`config.mk`:
```
export PLATFORM = sky130hd
export DESIGN_NAME = imm_gen_pipe
export DESIGN_NICKNAME = d
export VERILOG_FILES = /design/src/rtl/imm_gen_pipe.sv
export SDC_FILE = /design/constraint.sdc
export NUM_CORES = 1
export LEC_CHECK = 0
export CAP_MARGIN = 20
export CORE_ASPECT_RATIO = 1.25
export CORE_MARGIN = 4
export CORE_UTILIZATION = 50
export CTS_BUF_LIST = sky130_fd_sc_hd__clkbuf_4 sky130_fd_sc_hd__clkbuf_8 sky130_fd_sc_hd__clkbuf_16
export CTS_CLUSTER_SIZE = 40
export DETAILED_ROUTE_END_ITERATION = 8
export GPL_TIMING_DRIVEN = 0
export PLACE_DENSITY = 0.82
export SYNTH_ARGS = -nofsm -noshare
export SYNTH_HDL_FRONTEND = slang
export SYNTH_SLANG_ARGS = --single-unit
```
`constraint.sdc`:
```
create_clock -name clk -period 2.4 [get_ports clk]
set_clock_uncertainty 0.1 [all_clocks]
set_input_delay 0.24 -clock clk [delete_from_list [all_inputs] [get_ports clk]]
set_output_delay 0.24 -clock clk [all_outputs]
set_load 0.01 [all_outputs]
```
`src/rtl/imm_gen_pipe.sv`:
```
// RISC-V immediate generator: decodes format, immediate and pc-relative target on accept,
// then holds the result in an output register with an optional skid entry.
module imm_gen_pipe #(
    parameter int unsigned XLEN = 32,
    parameter int unsigned SKID = 1
) (
    input  logic            clk,
    input  logic            rst_n,
    input  logic            flush,
    input  logic            in_valid,
    output logic            in_ready,
    input  logic [31:0]     in_instr,
    input  logic [XLEN-1:0] in_pc,
    output logic            out_valid,
    input  logic            out_ready,
    output logic [XLEN-1:0] out_imm,
    output logic [XLEN-1:0] out_pc,
    output logic [XLEN-1:0] out_target,
    output logic [2:0]      out_fmt,
    output logic            out_illegal,
    output logic [15:0]     illegal_cnt
);

    typedef enum logic [2:0] {
        FMT_NONE  = 3'd0,
        FMT_I     = 3'd1,
        FMT_S     = 3'd2,
        FMT_B     = 3'd3,
        FMT_U     = 3'd4,
        FMT_J     = 3'd5,
        FMT_SHAMT = 3'd6
    } fmt_e;

    typedef struct packed {
        logic [XLEN-1:0] imm;
        logic [XLEN-1:0] pc;
        logic [XLEN-1:0] target;
        fmt_e            fmt;
        logic            illegal;
    } entry_t;

    logic [6:0]      opcode;
    logic [2:0]      funct3;
    fmt_e            dec_fmt;
    logic            dec_illegal;
    logic            dec_pcrel;
    logic [XLEN-1:0] dec_imm;
    entry_t          dec_entry;

    always_comb begin
        opcode      = in_instr[6:0];
        funct3      = in_instr[14:12];
        dec_fmt     = FMT_NONE;
        dec_illegal = 1'b0;
        case (opcode)
            7'b0000011, 7'b1100111: dec_fmt = FMT_I;
            7'b0010011: dec_fmt = (funct3 == 3'b001 || funct3 == 3'b101) ? FMT_SHAMT : FMT_I;
            7'b0011011: begin
                if (XLEN == 64) begin
                    dec_fmt = (funct3 == 3'b001 || funct3 == 3'b101) ? FMT_SHAMT : FMT_I;
                end else begin
                    dec_illegal = 1'b1;
                end
            end
            7'b0100011: dec_fmt = FMT_S;
            7'b1100011: dec_fmt = FMT_B;
            7'b0110111, 7'b0010111: dec_fmt = FMT_U;
            7'b1101111: dec_fmt = FMT_J;
            7'b0110011, 7'b0111011, 7'b0001111, 7'b1110011: dec_fmt = FMT_NONE;
            default: dec_illegal = 1'b1;
        endcase

        case (dec_fmt)
            FMT_I:     dec_imm = XLEN'($signed(in_instr[31:20]));
            FMT_S:     dec_imm = XLEN'($signed({in_instr[31:25], in_instr[11:7]}));
            FMT_B:     dec_imm = XLEN'($signed({in_instr[31], in_instr[7], in_instr[30:25],
                                                in_instr[11:8], 1'b0}));
            FMT_U:     dec_imm = XLEN'($signed({in_instr[31:12], 12'b0}));
            FMT_J:     dec_imm = XLEN'($signed({in_instr[31], in_instr[19:12], in_instr[20],
                                                in_instr[30:21], 1'b0}));
            FMT_SHAMT: dec_imm = (XLEN == 64) ? XLEN'(in_instr[25:20]) : XLEN'(in_instr[24:20]);
            default:   dec_imm = '0;
        endcase

        // AUIPC shares the U format with LUI but is the only U opcode with a target
        dec_pcrel = (dec_fmt == FMT_B) || (dec_fmt == FMT_J) || (opcode == 7'b0010111);

        dec_entry.imm     = dec_imm;
        dec_entry.pc      = in_pc;
        dec_entry.target  = dec_pcrel ? (in_pc + dec_imm) : '0;
        dec_entry.fmt     = dec_fmt;
        dec_entry.illegal = dec_illegal;
    end

    entry_t      out_q, out_d;
    entry_t      skid_q, skid_d;
    logic        out_valid_q, out_valid_d;
    logic        skid_valid_q, skid_valid_d;
    logic [15:0] cnt_q, cnt_d;
    logic        accept;
    logic        pop;

    assign in_ready = (SKID != 0) ? !skid_valid_q : (!out_valid_q || out_ready);
    assign accept   = in_valid && in_ready;
    assign pop      = out_valid_q && out_ready;

    always_comb begin
        out_d        = out_q;
        skid_d       = skid_q;
        out_valid_d  = out_valid_q;
        skid_valid_d = skid_valid_q;
        cnt_d        = cnt_q;

        if (pop && out_q.illegal && cnt_q != '1) begin
            cnt_d = cnt_q + 16'd1;
        end

        if (flush) begin
            out_valid_d  = 1'b0;
            skid_valid_d = 1'b0;
        end else if (!out_valid_q || pop) begin
            // Skid is only occupied while in_ready is low, so it never races a new accept
            if (skid_valid_q) begin
                out_d        = skid_q;
                out_valid_d  = 1'b1;
                skid_valid_d = 1'b0;
            end else begin
                out_valid_d = accept;
                if (accept) begin
                    out_d = dec_entry;
                end
            end
        end else if (accept && SKID != 0) begin
            skid_d       = dec_entry;
            skid_valid_d = 1'b1;
        end
    end

    always_ff @(posedge clk or negedge rst_n) begin
        if (!rst_n) begin
            out_q        <= '0;
            skid_q       <= '0;
            out_valid_q  <= 1'b0;
            skid_valid_q <= 1'b0;
            cnt_q        <= '0;
        end else begin
            out_q        <= out_d;
            skid_q       <= skid_d;
            out_valid_q  <= out_valid_d;
            skid_valid_q <= skid_valid_d;
            cnt_q        <= cnt_d;
        end
    end

    assign out_valid   = out_valid_q;
    assign out_imm     = out_q.imm;
    assign out_pc      = out_q.pc;
    assign out_target  = out_q.target;
    assign out_fmt     = out_q.fmt;
    assign out_illegal = out_q.illegal;
    assign illegal_cnt = cnt_q;

endmodule
```
# Word-level counts from Yosys, hierarchy flattened
# Index checks and enable logic that the tools add are counted.
# Widths: inputs -> output; s select.
classes:
  addsub: 2
  eq_ne: 21
  bitwise_logic: 2
  n_mul: 0
  magnitude_cmp: 0
  n_reduce_logical: 18
  div: 0
  shifts: 0
  n_mux: 13
op_table:
  columns: ["op", "count"]
  rows:
  - ["$mux 100", 2]
  - ["$pmux 32 s6", 1]
  - ["$add 32x32->32", 1]
  - ["$mux 32", 1]
  - ["$eq 7x6->1 const B", 4]
  - ["$eq 7x7->1 const B", 4]
  - ["$pmux 3 s6", 1]
  - ["$add 16x1->16 const B", 1]
  - ["$ne 16x16->1 const B", 1]
  - ["$eq 7x5->1 const B", 2]
  - ["$eq 3x3->1 const B", 4]
  - ["$reduce_or 12->1", 1]
  - ["$eq 7x2->1 const B", 1]
  - ["$eq 7x4->1 const B", 1]
  - ["$mux 1", 7]
  - ["$eq 3x1->1 const B", 2]
  - ["$eq 3x2->1 const B", 2]
  - ["$reduce_and 3->1", 2]
  - ["$logic_and 1x1->1", 4]
  - ["$logic_or 1x1->1", 4]
  - ["$reduce_bool 2->1", 2]
  - ["$reduce_or 2->1", 2]
  - ["$mux 3", 1]
  - ["$reduce_bool 3->1", 1]
  - ["other kinds (2)", 4]
word_totals:
  latchBits: 0
  reg_bits: 218
  mem_count: 0
  ramBits: 0
  mem_bits_ro: 0

# Logic depth before layout (Yosys ltp)
# Gate-level depths: netlist of the first run.
logic_depth:
  word_depth: 10
  depth_mapped: 20

# Worst setup path before layout of the first run
# OpenSTA, ideal clock, no wires.
synth_path:
  path_kind: "input-to-reg"
  from: "input in_instr[2]"
  to: "register out_q (netlist bit out_target[30])"
  setup_ns: 0.069
  arrival_time_ns: 3.664
  stages: 18
  setup_slack_ns: -1.434
  path_buffers: 4
  path_cell_list: "clkbuf_1 inv_1 and3_1 clkbuf_1 o311a_1 buf_2 a21o_1 ha_1 buf_2 a21oi_1 o21a_2 nand2_1 a221oi_4 nor4_2 o31ai_2 a21oi_1 or4b_1 nand3_1"
synth_rtl:
  columns: ["element", "line", "source"]
  rows:
  - ["start: declaration", "12", "input logic [31:0] in_instr,"]
  - ["end signal: assignment", "147", "out_q <= out_d;"]
  - ["end: declaration", "95", "entry_t out_q, out_d;"]

==> results.py, run 1 <==
metrics = {
    "status": {
        "outcome": "finished with violations",
        "failed_checks": "negative setup slack",
    },
    "clock_tree": {
        "root_buffer": "clkbuf_16",
        "clk_pin_slew_ns": 0.06,
        "htreeDepth": 1,
        "clk_latency_ns": 0.52,
        "clockBufferDepth": 3,
        "cts-buffers-inserted": 23,
        "clock-sinks": 218,
        "cts_tree": "yes",
    },
    "cells_and_area": {
        "area_growth_syn_to_layout_pct": 43.5,
        "n_fill_cell": 1504,
        "diodes": 0,
        "drive_gt1_frac": 0.263,
        "layout_common_cells": "dfrtp_1 (216), nand2_1 (191), clkdlybuf4s50_1 (174)",
        "nets": 1593,
        "fin_util": 0.729,
        "final_common_cell": "dfrtp_1",
        "fin_cells": 1791,
    },
    "worst_setup_path": {
        "r2r_cells": 8,
        "worstPathArrival_ns": 3.84,
        "r2r-start": "skid_valid_q$_DFFE_PN0P_",
        "cp-start-kind": "primary input",
        "critPathKind": "in2reg",
        "crit_fanout": 4,
        "crit_required_ns": 2.76,
        "r2r-end": "out_target[30]$_DFFE_PN0P_",
        "endpoint_kind": "register",
        "crit_start": "in_instr[13]",
        "r2r_slack_ns": -0.17,
    },
    "flow_run": {
        "max_cap_viol_count": 0,
    },
    "yosys": {
        "seq_area_frac_synth": 0.484,
        "synthArstFlopShare": 1.00,
        "yosys.cell_types.count": 64,
        "synth.area.top_cells": "dfrtp_1 (48%), nand2_1 (6.7%), o21ai_0 (6.4%), mux2_2 (4.6%), mux2i_1 (4.4%)",
        "ys_warn_count": 0,
        "synth_top_flop_cell": "dfrtp_1",
        "synth_area_um2": 11300,
        "synth_nets": 1297,
        "syn_avg_cell_area_um2": 9.44,
        "netlist_instances": 1195,
        "yosysTopAreaCellShare": 0.484,
        "ys_ff_latch": 218,
        "synth_edf_count": 0,
        "yosys.area.top_type": "dfrtp_1",
    },
    "routing": {
        "wl_per_cell_um": 21.9,
        "wirelength_um": 39200,
        "via_count": 10900,
        "ant_nets": 0,
        "route.detailed.drc": 0,
        "routed_via_density": 6.06,
        "drt_iter0_drc": 1047,
        "drt-pass1-iter-count": 7,
    },
    "floorplan": {
        "die_area_um2": 25000,
        "pin_count": 187,
        "core_region_area_um2": 22200,
        "fp-row-count": 61,
        "start_util": 0.508,
        "die_w_um": 142,
        "die_height_um": 176,
    },
    "pwr": {
        "power.density_nw_per_um2": 622,
        "vdd_drop_max_mv": 0.659,
        "p_leak_uw": 0.00727,
    },
    "min_path": {
        "min_path_type": "in2reg",
        "worstHoldEndpoint": "skid_q[80]$_DFFE_PN0P_",
        "hold_start": "in_instr[12]",
        "min_path_cells": 3,
    },
    "sta": {
        "rsz0062_at_grt": "yes",
        "layout_worst_path_cycle_share": 1.45,
        "hold_viol": 0,
        "fmax_mhz": 287,
        "setup_ws_ns": -1.08,
        "timing.final.crit_period_ns": 3.48,
        "relSlewSlack": 0.380,
        "setup_viol": 57,
        "worst_slew_pin_slew_ns": 0.927,
        "drv_slew": 0,
        "hold_ws_ns": 0.0527,
    },
    "placement": {
        "dp.cells": 1663,
        "post-place-ws_ns": -2.17,
        "dpl.hpwl_um": 26600,
        "gp_congestion": 1.01,
        "portBuffers": 184,
    },
    "global_routing": {
        "grt_pass1_vias": 10700,
        "overflow": 0,
        "antenna_found_initial": 0,
        "grtUsageTotal": 0.290,
        "grt_pass1_wl_um": 57500,
        "grt_max_degree": 120,
    },
}
metal layers:
metal,part of all wire,track usage,vias up,routed length (um)
met5,0,0,-,0
met2,0.48,0.490,625,19000
met1,0.37,0.363,5277,14600
met3,0.075,0.0404,176,2940
met4,0.068,0.149,0,2660
li1,-,-,4780,-
where the power goes:
part	internal [uW]	leakage, uW	switching (uW)	total (uW)
logic	915	0.00398	921	1840
clock network	2370	0.000401	1570	3940
registers	4040	0.00288	243	4290
logic make-up after synthesis:
logic type / synth area share
AO/OA/AOI/OAI: 0.187
XOR/XNOR: 0.0303
adder cells (fa/ha/maj): 0.0373
buffers and inverters: 0.0347
flip-flops: 0.484
multiplexers: 0.0903
AND/OR/NAND/NOR: 0.137
synth_stat cells (all sizes together) (13+ instances only):
cell type	number
a21o	21
a21oi	92
and3	14
clkbuf	60
dfrtp	218
ha	32
inv	31
mux2	46
mux2i	50
nand2	201
nand3	20
nor2	71
o21a	17
o21ai	157
o31ai	13
xnor2	30
how the worst max path moves through the flow:
stage / slack, ns / endpoint / cells after the start
after global placement: -7.94 / out_pc[29]$_DFFE_PN0P_ / 1
after detailed placement: -2.17 / out_target[24]$_DFFE_PN0P_ / 17
final: -1.08 / out_target[15]$_DFFE_PN0P_ / 19
after floorplan: -1.05 / out_target[30]$_DFFE_PN0P_ / 18
after CTS: -0.91 / out_target[30]$_DFFE_PN0P_ / 18
after global routing: -1.16 / out_target[30]$_DFFE_PN0P_ / 17
flip-flops by register name, summed over array words and instances, names as in the netlist:
name          count
skid_q          100
out_imm          32
out_pc           32
out_target       32
illegal_cnt      16
out_fmt           3
out_illegal       1
out_valid         1
skid_valid_q      1
worst max-delay path, cell delays in order:
cell and delay [ns]:
buf_8 0.10, nand3b_1 0.25, a31oi_1 0.26, a211o_1 0.19
buf_6 0.12, o21bai_4 0.07, a22oi_2 0.25, inv_2 0.09
ha_4 0.24, and2_4 0.16, a221o_1 0.41, o21ai_2 0.20
a21oi_2 0.08, o2111ai_2 0.22, buf_4 0.17, a21oi_4 0.06
xnor2_2 0.19, o311ai_2 0.34, o21a_1 0.17
repair_timing:
item | in CTS | in global routing
pin swaps | 65 | 102
endpoints found under the setup margin | 178 | 168
buffers inserted | 61 | 34
gates resized for setup | 144 | 169
cloned | 0 | 1
hold endpoints to repair | 99 | 0
hold buffers | 1 | 0
metrics by stage:
stage                     TNS [ns]  power (uW)  area, um2
final                       -45.60       10100      16200
after floorplan             -39.47        5040      11400
after CTS                   -35.04        9930      15400
after global routing        -49.06       10400      16200
after detailed placement   -180.03        5920      13600
after global placement    -1900.65        5860      13600
layout make-up:
type,count,area [um2],share of cell area
inverter,31,119,0.00734
clock buffer,25,603,0.0372
multi-input combinational,876,6450,0.399
sequential,218,5460,0.337
clock inverter,17,231,0.0143
timing repair buffer,275,2590,0.160
tap,283,354,0.0219
buffer,66,380,0.0235
Note: power is estimated with default switching activity, not from simulation.
==> inputs of run 2 (changes only) <==
GPL_TIMING_DRIVEN = not set   (was 0)
==> run 2 against run 1 <==
The flow still finishes with violations (negative setup slack). Sequential power hardly changed. Critical path depth increased by 1. Count of clock-buffer cells in the layout grew 9. Final area increased by 4.3%. Non-clock buffer count increased by 83. Clock power is 13% lower. Maximum frequency increased by 2.2%. Sequential cell count unchanged. Highest routed layer unchanged.
==> results.py, run 2 (synthesis results as in run 1) <==
metrics = {
    "cells_and_area": {
        "area_growth_syn_to_layout_pct": 49.7,
        "n_fill_cell": 1390,
        "final_common_cell": "dfrtp_1",
        "drive_gt1_frac": 0.317,
        "top_register": "skid_q",
        "layout_common_cells": "dfrtp_1 (217), buf_4 (208), nand2_1 (190)",
        "seqCellArea_um2": 5460,
        "nets": 1676,
        "multi_input_area_um2": 6400,
        "largest_reg_flops": 100,
    },
    "floorplan": {
        "die_area_um2": 25000,
        "fp-row-count": 61,
        "die_w_um": 142,
        "pin_count": 187,
        "die_height_um": 176,
        "core_region_area_um2": 22200,
        "start_util": 0.508,
    },
    "worst_setup_path": {
        "crit_end": "out_target[22]$_DFFE_PN0P_",
        "r2r-end": "illegal_cnt[11]$_DFFE_PN0P_",
        "crit_fanout": 4,
        "endpoint_kind": "register",
        "crit_chain": "dlygate4sd2_1 > nand2_2 > a211o_1 > buf_6 > o21bai_4 > a22oi_2 > inv_2 > buf_6 > fa_2 > a21oi_4 > o21a_4 > o21ai_4 > buf_6 > a311oi_2 > buf_4 > o31a_1 > xnor2_2 > nor3_2 > a21oi_2 > o21ai_1",
        "crit_required_ns": 2.68,
        "critPathKind": "in2reg",
        "cp_common_cell": "buf_6",
        "path_depth": 20,
        "critPathMaxStageDelay_ns": 0.33,
        "r2r-start": "illegal_cnt[3]$_DFFE_PN0P_",
        "r2r_slack_ns": 0.17,
        "r2r_cells": 8,
        "slowest_stage": "a211o_1",
        "crit_start": "in_instr[0]",
        "crit_family": "compound AO/OA/AOI/OAI gates",
        "worst-path-buf-inv": 6,
        "cp-start-kind": "primary input",
        "worstPathArrival_ns": 3.69,
    },
    "routing": {
        "routed_via_density": 5.90,
        "ant_nets": 0,
        "via_count": 11100,
        "route.detailed.drc": 0,
        "drt_iter0_drc": 995,
        "wirelength_um": 39100,
        "wl_per_cell_um": 20.9,
        "drt-pass1-iter-count": 8,
    },
    "pwr": {
        "vdd_drop_max_mv": 0.487,
        "p_leak_uw": 0.00786,
        "power.density_nw_per_um2": 573,
        "power.total_uw": 9680,
    },
    "sta": {
        "setup_ws_ns": -1.01,
        "worst_slew_pin_slew_ns": 0.647,
        "layout_worst_path_cycle_share": 1.42,
        "drv_slew": 0,
        "hold_viol": 0,
        "timing.final.crit_period_ns": 3.41,
        "relSlewSlack": 0.569,
        "hold_ws_ns": 0.193,
        "fmax_mhz": 293,
        "rsz0062_at_grt": "yes",
        "setup_viol": 57,
    },
    "placement": {
        "gp_congestion": 0.937,
        "dpl.hpwl_um": 25900,
        "portBuffers": 186,
    },
    "global_routing": {
        "overflow": 0,
        "grt_pass1_vias": 11000,
        "grtUsageTotal": 0.286,
        "grt_pass1_wl_um": 57600,
        "gr-usage-met3": 0.0442,
        "grt_max_degree": 71,
        "grt_util_met2": 0.477,
        "grt_busiest_layer": "met2",
        "met1_usage": 0.365,
        "antenna_found_initial": 1,
    },
    "clock_tree": {
        "root_buffer": "clkbuf_16",
        "clk_pin_slew_ns": 0.07,
        "clk_latency_ns": 0.51,
        "cts-buffers-inserted": 23,
        "clock-sinks": 218,
        "htreeDepth": 1,
        "cts_tree": "yes",
        "clockBufferDepth": 3,
    },
    "status": {
        "outcome": "finished with violations",
        "failed_checks": "negative setup slack",
    },
    "min_path": {
        "min_path_type": "in2reg",
        "hold_start": "in_instr[13]",
        "min_path_cells": 5,
    },
    "flow_run": {
        "max_cap_viol_count": 0,
    },
}
==> run 2: cell types whose count changed in the layout (fill, tap and decap cells not counted), moves of 5 or more <==
cell / previous run / this run
clkbuf_2: 19 / 0
buf_12: 1 / 8
a21oi_2: 21 / 26
clkbuf_1: 33 / 0
ha_1: 11 / 18
nor2_4: 6 / 0
nor2_2: 6 / 12
ha_2: 11 / 4
bufinv_16: 5 / 0
buf_6: 14 / 24
buf_4: 77 / 208
==> run 2: how the worst min path moves through the flow <==
stage	endpoint	slack, ns
global route	skid_q[81]$_DFFE_PN0P_	0.19
global placement	out_pc[31]$_DFFE_PN0P_	0.16
detailed placement	out_pc[31]$_DFFE_PN0P_	0.16
floorplan	illegal_cnt[0]$_DFFE_PN0P_	-0.16
CTS	skid_q[81]$_DFFE_PN0P_	0.21
finish	skid_q[81]$_DFFE_PN0P_	0.19
==> run 2: cell type report <==
cell class                      count  share of cell area
Antenna cell                        1            0.000148
Clock inverter                      6             0.00237
Inverter                           31             0.00689
Timing Repair Buffer              424               0.227
Sequential cell                   218               0.323
Tap cell                          283              0.0210
Multi-Input combinational cell    876               0.379
Clock buffer                       34              0.0408
==> run 2: per-stage QoR <==
stage / area (um2) / TNS [ns] / instances / util / worst slack (ns)
final: 16900 / -41.07 / 1873 / 0.761 / -1.01
after global routing: 16900 / -49.32 / 1873 / 0.761 / -1.19
after CTS: 16400 / -33.87 / 1865 / 0.737 / -0.914
after detailed placement: 15000 / -98.55 / 1799 / 0.674 / -1.86
after global placement: 15000 / -92.39 / 1799 / 0.674 / -1.81
after floorplan: 11400 / -39.47 / 1195 / - / -1.05
==> run 2: power breakdown <==
group          internal (uW)  switching (uW)  total (uW)
registers               4050             236        4280
clock network           1990            1450        3440
logic                   1010             944        1960
==> run 2: worst reg2reg max path, cell delays in order (launching register included) <==
cell	delay (ns)
dfrtp_1	0.38
and4_1	0.24
and3_4	0.20
and4_1	0.22
nand3_1	0.12
o21ai_2	0.09
nor2_1	0.44
nand4_1	0.18
xnor2_1	0.15
==> run 2: metal layers <==
| metal | routed length (um) | share of wire |
|---|---|---|
| met1 | 14400 | 0.37 |
| met4 | 2890 | 0.074 |
| met2 | 18700 | 0.48 |
| met3 | 3100 | 0.079 |
| met5 | 0 | 0 |
==> run 2: what timing repair did <==
| item | 4_1_cts | 5_1_grt |
|---|---|---|
| pin swaps | 80 | 68 |
| endpoints found under the hold margin | 64 | 0 |
| buffers inserted | 29 | 12 |
| resized for setup | 154 | 103 |
| setup endpoints to repair | 61 | 70 |
| hold buffers | 1 | 0 |
